--- src/rtl/dev_bridge_pkg.sv ---
`default_nettype none
// ============================================================================
//  Module   : dev_bridge_pkg
//  Purpose  : Shared bus definitions for the device bridge. Holds the default
//             window bases and sizes, the full-word byte-enable constant, the
//             hwint bit positions, the device-select encoding and a helper
//             that decides whether a word address falls inside a window.
//  Ports    : none (package)
//  Revision : 1.0 - initial release
// ============================================================================
package dev_bridge_pkg;

    // Default device windows (byte addresses, word aligned)
    localparam logic [31:0] c_tc0_base  = 32'h0000_7F00;
    localparam logic [31:0] c_tc1_base  = 32'h0000_7F10;
    localparam logic [31:0] c_intc_base = 32'h0000_7F20;

    // Window sizes in 32-bit words
    localparam int unsigned c_tc_words   = 3;
    localparam int unsigned c_intc_words = 1;

    // Byte-enable pattern of a full-word store
    localparam logic [3:0] c_full_word = 4'b1111;

    // Pending / hwint bit positions
    localparam int c_hwint_tc0 = 0;
    localparam int c_hwint_tc1 = 1;
    localparam int c_hwint_ext = 2;
    localparam int c_pend_w    = 3;
    localparam int c_hwint_w   = 6;

    // Which device the current M-stage address selects
    typedef enum logic [1:0] {
        SEL_NONE = 2'd0,
        SEL_TC0  = 2'd1,
        SEL_TC1  = 2'd2,
        SEL_INTC = 2'd3
    } dev_sel_e;

    // True when word address lies in [base, base + words). The subtraction
    // wraps modulo 2^30, so addresses below the base land far above the
    // window and are rejected by the same single compare.
    function automatic logic win_hit(input logic [29:0] word_addr,
                                     input logic [29:0] word_base,
                                     input int unsigned words);
        logic [29:0] off;
        off = word_addr - word_base;
        return ({2'b00, off} < words);
    endfunction

endpackage : dev_bridge_pkg
`default_nettype wire

--- src/rtl/dev_bridge_irq_sync_edge.sv ---
`default_nettype none
// ============================================================================
//  Module   : irq_sync_edge
//  Purpose  : Brings an asynchronous interrupt level into the clk domain
//             through a STAGES-deep flop chain and flags 0->1 transitions of
//             the synchronized level as a one-cycle combinational pulse.
//  Ports    : clk   - clock
//             RESET - synchronous active-high reset
//             din   - asynchronous level input
//             rise  - high for one cycle when the synchronized level rises
//  Revision : 1.0 - initial release
// ============================================================================
module irq_sync_edge #(
    parameter int STAGES = 2            // legal range 2..3
) (
    input  logic clk,
    input  logic RESET,
    input  logic din,
    output logic rise
);

    // The chain and history restart at zero, so a level already high at
    // reset release would look like a fresh edge. Edges are suppressed until
    // every sync stage and the history flop hold real post-reset samples.
    localparam int c_fill   = STAGES + 1;
    localparam int c_fill_w = $clog2(c_fill + 1);

    logic [STAGES-1:0]   r_sync;
    logic                r_prev;
    logic [c_fill_w-1:0] r_fill;
    logic                w_armed;

    assign w_armed = (r_fill == c_fill_w'(c_fill));

    always_ff @(posedge clk) begin
        if (RESET) begin
            r_sync <= '0;
            r_prev <= 1'b0;
            r_fill <= '0;
        end else begin
            r_sync <= {r_sync[STAGES-2:0], din};
            r_prev <= r_sync[STAGES-1];
            if (!w_armed) begin
                r_fill <= r_fill + c_fill_w'(1);
            end
        end
    end

    assign rise = w_armed & r_sync[STAGES-1] & ~r_prev;

endmodule : irq_sync_edge
`default_nettype wire

--- src/rtl/dev_bridge.sv ---
`default_nettype none
// ============================================================================
//  Module   : dev_bridge
//  Purpose  : Memory-mapped bridge between the CPU M-stage bus and two timers
//             plus a small interrupt-status word. Decodes device windows,
//             forwards full-word stores, drops partial stores with an error
//             flag, returns registered load data and latches interrupt edges
//             into write-1-to-clear pending bits driving hwint.
//  Ports    : clk, RESET                 - clock, synchronous active-high reset
//             cpu_addr/wdata/byteen      - M-stage request
//             cpu_rdata                  - registered load data (next cycle)
//             dev_hit                    - address hits a mapped word
//             acc_err                    - previous-cycle store was dropped
//             tc0_*/tc1_*                - timer ports
//             ext_irq                    - asynchronous external interrupt
//             hwint                      - {3'b000, pending[2:0]} to CP0
//  Revision : 1.0 - initial release
// ============================================================================
module dev_bridge
    import dev_bridge_pkg::*;
#(
    parameter logic [31:0] TC0_BASE    = c_tc0_base,
    parameter logic [31:0] TC1_BASE    = c_tc1_base,
    parameter logic [31:0] INTC_BASE   = c_intc_base,
    parameter int          SYNC_STAGES = 2
) (
    input  logic                 clk,
    input  logic                 RESET,
    input  logic [31:0]          cpu_addr,
    input  logic [31:0]          cpu_wdata,
    input  logic [3:0]           cpu_byteen,
    output logic [31:0]          cpu_rdata,
    output logic                 dev_hit,
    output logic                 acc_err,
    output logic [31:0]          tc0_addr,
    output logic [31:0]          tc0_wdata,
    output logic [3:0]           tc0_byteen,
    input  logic [31:0]          tc0_rdata,
    input  logic                 tc0_irq,
    output logic [31:0]          tc1_addr,
    output logic [31:0]          tc1_wdata,
    output logic [3:0]           tc1_byteen,
    input  logic [31:0]          tc1_rdata,
    input  logic                 tc1_irq,
    input  logic                 ext_irq,
    output logic [c_hwint_w-1:0] hwint
);

    dev_sel_e              w_sel;
    logic                  w_full;
    logic                  w_drop;
    logic [31:0]           w_rdata_n;
    logic                  w_ext_rise;
    logic [c_pend_w-1:0]   w_rise;
    logic [c_pend_w-1:0]   w_clr;
    logic [c_pend_w-1:0]   w_pend_n;

    logic [31:0]           r_rdata;
    logic                  r_acc_err;
    logic [1:0]            r_tc_prev;     // {tc1, tc0} levels from last cycle
    logic                  r_armed;       // tc history holds a real sample
    logic [c_pend_w-1:0]   r_pend;

    // ------------------------------------------------------------------
    // Address decode
    // ------------------------------------------------------------------
    always_comb begin
        w_sel = SEL_NONE;
        if (win_hit(cpu_addr[31:2], TC0_BASE[31:2], c_tc_words)) begin
            w_sel = SEL_TC0;
        end else if (win_hit(cpu_addr[31:2], TC1_BASE[31:2], c_tc_words)) begin
            w_sel = SEL_TC1;
        end else if (win_hit(cpu_addr[31:2], INTC_BASE[31:2], c_intc_words)) begin
            w_sel = SEL_INTC;
        end
    end

    assign dev_hit = (w_sel != SEL_NONE);
    assign w_full  = (cpu_byteen == c_full_word);
    assign w_drop  = dev_hit && (cpu_byteen != 4'b0000) && !w_full;

    // ------------------------------------------------------------------
    // Timer forwarding: address and data pass straight through; only a
    // full-word store to the addressed timer gets its byte enables. This
    // path is purely combinational and so keeps working during RESET.
    // ------------------------------------------------------------------
    assign tc0_addr   = cpu_addr;
    assign tc1_addr   = cpu_addr;
    assign tc0_wdata  = cpu_wdata;
    assign tc1_wdata  = cpu_wdata;
    assign tc0_byteen = (w_sel == SEL_TC0 && w_full) ? c_full_word : 4'b0000;
    assign tc1_byteen = (w_sel == SEL_TC1 && w_full) ? c_full_word : 4'b0000;

    // ------------------------------------------------------------------
    // Load data mux, registered below
    // ------------------------------------------------------------------
    always_comb begin
        w_rdata_n = 32'h0000_0000;
        case (w_sel)
            SEL_TC0:  w_rdata_n = tc0_rdata;
            SEL_TC1:  w_rdata_n = tc1_rdata;
            SEL_INTC: w_rdata_n = {{(32 - c_pend_w){1'b0}}, r_pend};
            default:  w_rdata_n = 32'h0000_0000;
        endcase
    end

    // ------------------------------------------------------------------
    // Interrupt edges. Timer levels are already synchronous; the external
    // level goes through the synchronizer first.
    // ------------------------------------------------------------------
    irq_sync_edge #(
        .STAGES (SYNC_STAGES)
    ) u_ext_sync (
        .clk   (clk),
        .RESET (RESET),
        .din   (ext_irq),
        .rise  (w_ext_rise)
    );

    always_comb begin
        w_rise              = '0;
        w_rise[c_hwint_tc0] = r_armed & tc0_irq & ~r_tc_prev[0];
        w_rise[c_hwint_tc1] = r_armed & tc1_irq & ~r_tc_prev[1];
        w_rise[c_hwint_ext] = w_ext_rise;
    end

    // Write-1-to-clear on a full-word store to the status word; a new edge
    // in the same cycle takes priority over the clear.
    assign w_clr    = (w_sel == SEL_INTC && w_full) ? cpu_wdata[c_pend_w-1:0] : '0;
    assign w_pend_n = (r_pend & ~w_clr) | w_rise;

    always_ff @(posedge clk) begin
        if (RESET) begin
            r_rdata   <= 32'h0000_0000;
            r_acc_err <= 1'b0;
            r_tc_prev <= 2'b00;
            r_armed   <= 1'b0;
            r_pend    <= '0;
        end else begin
            r_rdata   <= w_rdata_n;
            r_acc_err <= w_drop;
            r_tc_prev <= {tc1_irq, tc0_irq};
            r_armed   <= 1'b1;
            r_pend    <= w_pend_n;
        end
    end

    assign cpu_rdata = r_rdata;
    assign acc_err   = r_acc_err;
    assign hwint     = {{(c_hwint_w - c_pend_w){1'b0}}, r_pend};

endmodule : dev_bridge
`default_nettype wire
--- config.mk ---
export PLATFORM = sky130hd
export DESIGN_NAME = dev_bridge
export DESIGN_NICKNAME = d
export VERILOG_FILES = /design/src/rtl/dev_bridge_pkg.sv /design/src/rtl/dev_bridge_irq_sync_edge.sv /design/src/rtl/dev_bridge.sv
export SDC_FILE = /design/constraint.sdc
export NUM_CORES = 1
export LEC_CHECK = 0
export ABC_AREA = 1
export BUFFER_PORTS_ARGS = -buffer_cell sky130_fd_sc_hd__buf_2
export CELL_PAD_IN_SITES_DETAIL_PLACEMENT = 0
export CELL_PAD_IN_SITES_GLOBAL_PLACEMENT = 1
export CORE_UTILIZATION = 30
export CTS_BUF_LIST = sky130_fd_sc_hd__clkbuf_16
export CTS_CLUSTER_DIAMETER = 150
export DETAILED_ROUTE_END_ITERATION = 8
export GPL_ROUTABILITY_DRIVEN = 0
export GPL_TIMING_DRIVEN = 1
export PLACE_DENSITY_LB_ADDON = 0.15
export RECOVER_POWER = 100
export SLEW_MARGIN = 20
export SYNTH_ARGS = -nofsm -noshare
export SYNTH_HDL_FRONTEND = slang
export SYNTH_SLANG_ARGS = --single-unit
--- constraint.sdc ---
create_clock -name clk -period 4.4 [get_ports clk]
set_clock_uncertainty 0.15 [all_clocks]
set_input_delay 0.44 -clock clk [delete_from_list [all_inputs] [get_ports clk]]
set_output_delay 0.44 -clock clk [all_outputs]
set_load 0.05 [all_outputs]
==> out/metrics.csv <==
stage;metric;value;unit
clock_tree;TritonCTS buffer count;5;
clock_tree;TritonCTS clock tree;built;
critical_path;R2R setup slack;3.31;ns
synth;largest family of logic cells by synthesized area;simple AND/OR/NAND/NOR gates;
floorplanning;FP Rows;46;
floorplanning;Die W;130.0;um
routing;Via density;4.635;
sta;Fin. Hold Viols;0;
routing;Iter 0 DRT Violations;258;
clock_tree;H-tree levels;2;
power_and_ir_drop;VDD IR max;164.9;uV
critical_path;R2R depth;4;
power_and_ir_drop;power per cell area;229.2;nW/um2
synth;Synth Area in Compound Gates;0.02088;
critical_path;worst r2r dst;u_ext_sync.r_fill[0];
power_and_ir_drop;Lkg Pwr;2.356;nW
finish;most common cell after layout, fill and taps aside;nand2_1;
synth;Synth warnings;0;
finish;fin util;0.3226;
routing;DR DRC count;0;
floorplanning;DIE HEIGHT;130.0;um
synth;multiplexer share of the synthesized area;0;
sta;relative slew slack;0.3976;
critical_path;CP Cell Sequence;buf_2 > nor2_2 > nand2_1 > nor2_1 > nand3_1 > nand3_1 > nand2_1 > nor2_1 > nand2_1 > nor2_1 > nand2_1 > nand3_1 > clkbuf_2;
global_route;vias in the first global route;4609;
sta;fmax;0.2610;GHz
synth;Synth Area in Adders;0.007637;
placement;hpwl dp;12760;um
synth;mapped cell area;4915;um2
job;max cap viols;0;
global_route;largest net degree at the start of global routing;34;
critical_path;crit path kind;in -> out;
worst_hold_path;worst hold path depth;3;
clock_tree;Worst-path clk slew;0.06;ns
clock_tree;worst-skew pair later-pin latency;0.28;ns
synth;count of state elements after synthesis;44;
worst_hold_path;Min-Delay Path Class;in -> reg;
routing;Post-DRT Antenna Nets;0;
sta;final setup vio count;0;
global_route;grt ovf;0;
critical_path;R2R Path Start;u_ext_sync.r_fill[0];
critical_path;crit end category;output pin;
worst_hold_path;hold path start;ext_irq;
clock_tree;Clock Sinks;44;
critical_path;CP arrival;3.24;ns
clock_tree;hold buffers post-CTS;0;
synth;Post-Synth Simple-Gate Area;0.4580;
finish;commonest non-fill, non-tap cells in the layout;nand2_1 (197), buf_2 (108), clkbuf_1 (107);
critical_path;crit path max fanout;11;
floorplanning;Die ar.;16900;um2
synth;Synth cell types;34;
clock_tree;Max clock buf depth;2;
clock_tree;# resized after CTS;0;
placement;Place WS;0.7336;ns
critical_path;Startpoint Class;primary input;
sta;Setup WS post-layout;0.5682;ns
sta;minimum clock period;3.832;ns
sta;setup TNS;0;ns
global_route;GRT Total Usage;0.1902;
finish;ant diodes;0;
run_status;outcome;completed;
floorplanning;Initial Util;0.3083;
critical_path;slowest stage delay, CP;0.46;ns
finish;layout cells sized above 1;0.2011;
placement;# port buffers;216;
synth;Gate Count Post-Synth;800;
global_route;initial antenna violation count;0;
clock_tree;post-CTS setup buffer count;0;
finish;filler instances;1902;
global_route;first-pass GRT wire length;24730;um
finish;FF/Latch Area;880.8;um2
routing;drt wl/cell;15.05;um
synth;sequential share of the synthesized area;0.1792;
sta;worst-margin pin slew;0.9003;ns
clock_tree;Root Buffer;clkbuf_16;
finish;final net count;1009;
critical_path;Crit path top cell by count;nand2_1;
routing;DRT Pass-1 Iters;4;
sta;Slew Viols, Final;0;
synth;mean post-synth cell area;6.143;um2
worst_hold_path;Hold Crit Endpoint;u_ext_sync.r_sync[0];
sta;final period utilization;0.8709;
floorplanning;I/O pin count;313;
critical_path;Worst path slowest cell;nor2_1;
finish;area occupied by multi-input gates;2487;um2
sta;RSZ-0062 raised after global routing;false;
finish;Layout Area Growth over Synthesis;4.633;%
synth;XOR/XNOR Fraction of Synth Area;0.02317;
critical_path;required time of the critical path;3.81;ns
floorplanning;Core ar.;15940;um2
routing;total number of vias;5034;
routing;WL final;16340;um
==> synth_stat cells <==
cell | count | area share
a21oi_1 | 6 | 0.0061
and2_1 | 2 | 0.0025
buf_2 | 16 | 0.016
buf_4 | 138 | 0.21
buf_6 | 4 | 0.0092
clkbuf_1 | 4 | 0.0031
clkinv_1 | 1 | 0.00076
conb_1 | 1 | 0.00076
dfxtp_1 | 44 | 0.18
ha_1 | 3 | 0.0076
inv_1 | 88 | 0.067
inv_2 | 4 | 0.0031
nand2_1 | 197 | 0.15
nand2_2 | 6 | 0.0076
nand2_4 | 1 | 0.0023
nand3_1 | 47 | 0.048
nand3_2 | 4 | 0.0081
nand3_4 | 1 | 0.0036
nand3b_1 | 5 | 0.0076
nand4_1 | 76 | 0.097
nor2_1 | 74 | 0.057
nor2_2 | 40 | 0.051
nor2_4 | 3 | 0.0069
nor2_8 | 2 | 0.0081
nor3_1 | 4 | 0.0041
nor3_2 | 1 | 0.0020
nor4_1 | 1 | 0.0013
o211ai_1 | 1 | 0.0015
o21ai_0 | 9 | 0.0092
o21ai_1 | 1 | 0.0010
o21bai_1 | 1 | 0.0015
o31ai_1 | 1 | 0.0015
or2_2 | 1 | 0.0013
xor2_1 | 13 | 0.023
==> how the worst max path moves through the flow <==
stage | from | end | depth (start not counted)
floorplan | cpu_addr[5] | tc1_byteen[1] | 14
global placement | cpu_addr[16] | dev_hit | 13
detailed placement | cpu_addr[16] | dev_hit | 13
CTS | cpu_addr[16] | dev_hit | 13
global route | cpu_addr[16] | dev_hit | 13
finish | cpu_addr[16] | dev_hit | 13
==> power by group <==
part	internal, mW	total [mW]	switching [mW]
Clock	0.264	0.423	0.159
Sequential	0.406	0.410	0.00419
Combinational	0.0822	0.346	0.264
==> worst max-delay path, delay by kind of cell <==
kind                   cells  cell delay, ns
buffers and inverters      2            0.48
and+or+nand+nor           11            2.31
==> final cells by class <==
type,count,area share
clock buffers,5,0.02433
multi-input cells,503,0.4837
flip-flops and latches,44,0.1713
well taps,216,0.05255
repair buffers,222,0.1929
clock inverters,3,0.007299
inverters,93,0.06788
==> state kept, by name, indices dropped and copies added, names as in the netlist <==
signal / count
cpu_rdata: 32
r_pend: 3
r_tc_prev: 2
u_ext_sync.r_fill: 2
u_ext_sync.r_sync: 2
acc_err: 1
r_armed: 1
u_ext_sync.r_prev: 1
==> stage by stage <==
stage	cell area [um2]	instances	total power [mW]	hold slack, ns
5_1_grt	5142	1086	1.238	0.2273
4_1_cts	5311	1086	1.201	0.2166
3_3_place_gp	5149	1078	0.7759	0.2496
3_5_place_dp	5149	1078	0.7756	0.2599
6_report	5142	1086	1.179	0.2212
2_1_floorplan	4922	802	0.8421	0.2383
==> layer usage <==
| metal | track usage | vias up | wire (um) |
|---|---|---|---|
| li1 | - | 2535 | - |
| met1 | 0.2402 | 2244 | 7015 |
| met2 | 0.3312 | 232 | 7747 |
| met3 | 0.03198 | 23 | 1331 |
| met4 | 0.05404 | 0 | 248 |
| met5 | 0 | - | 0 |
==> kinds of logic after synthesis <==
logic type      count (synthesis)
compound gates                 19
flops                          44
buf+inv                       255
simple gates                  465
other cells                     1
xor+xnor                       13
fa+ha+maj                       3
Power figures use the tool's default switching activity.
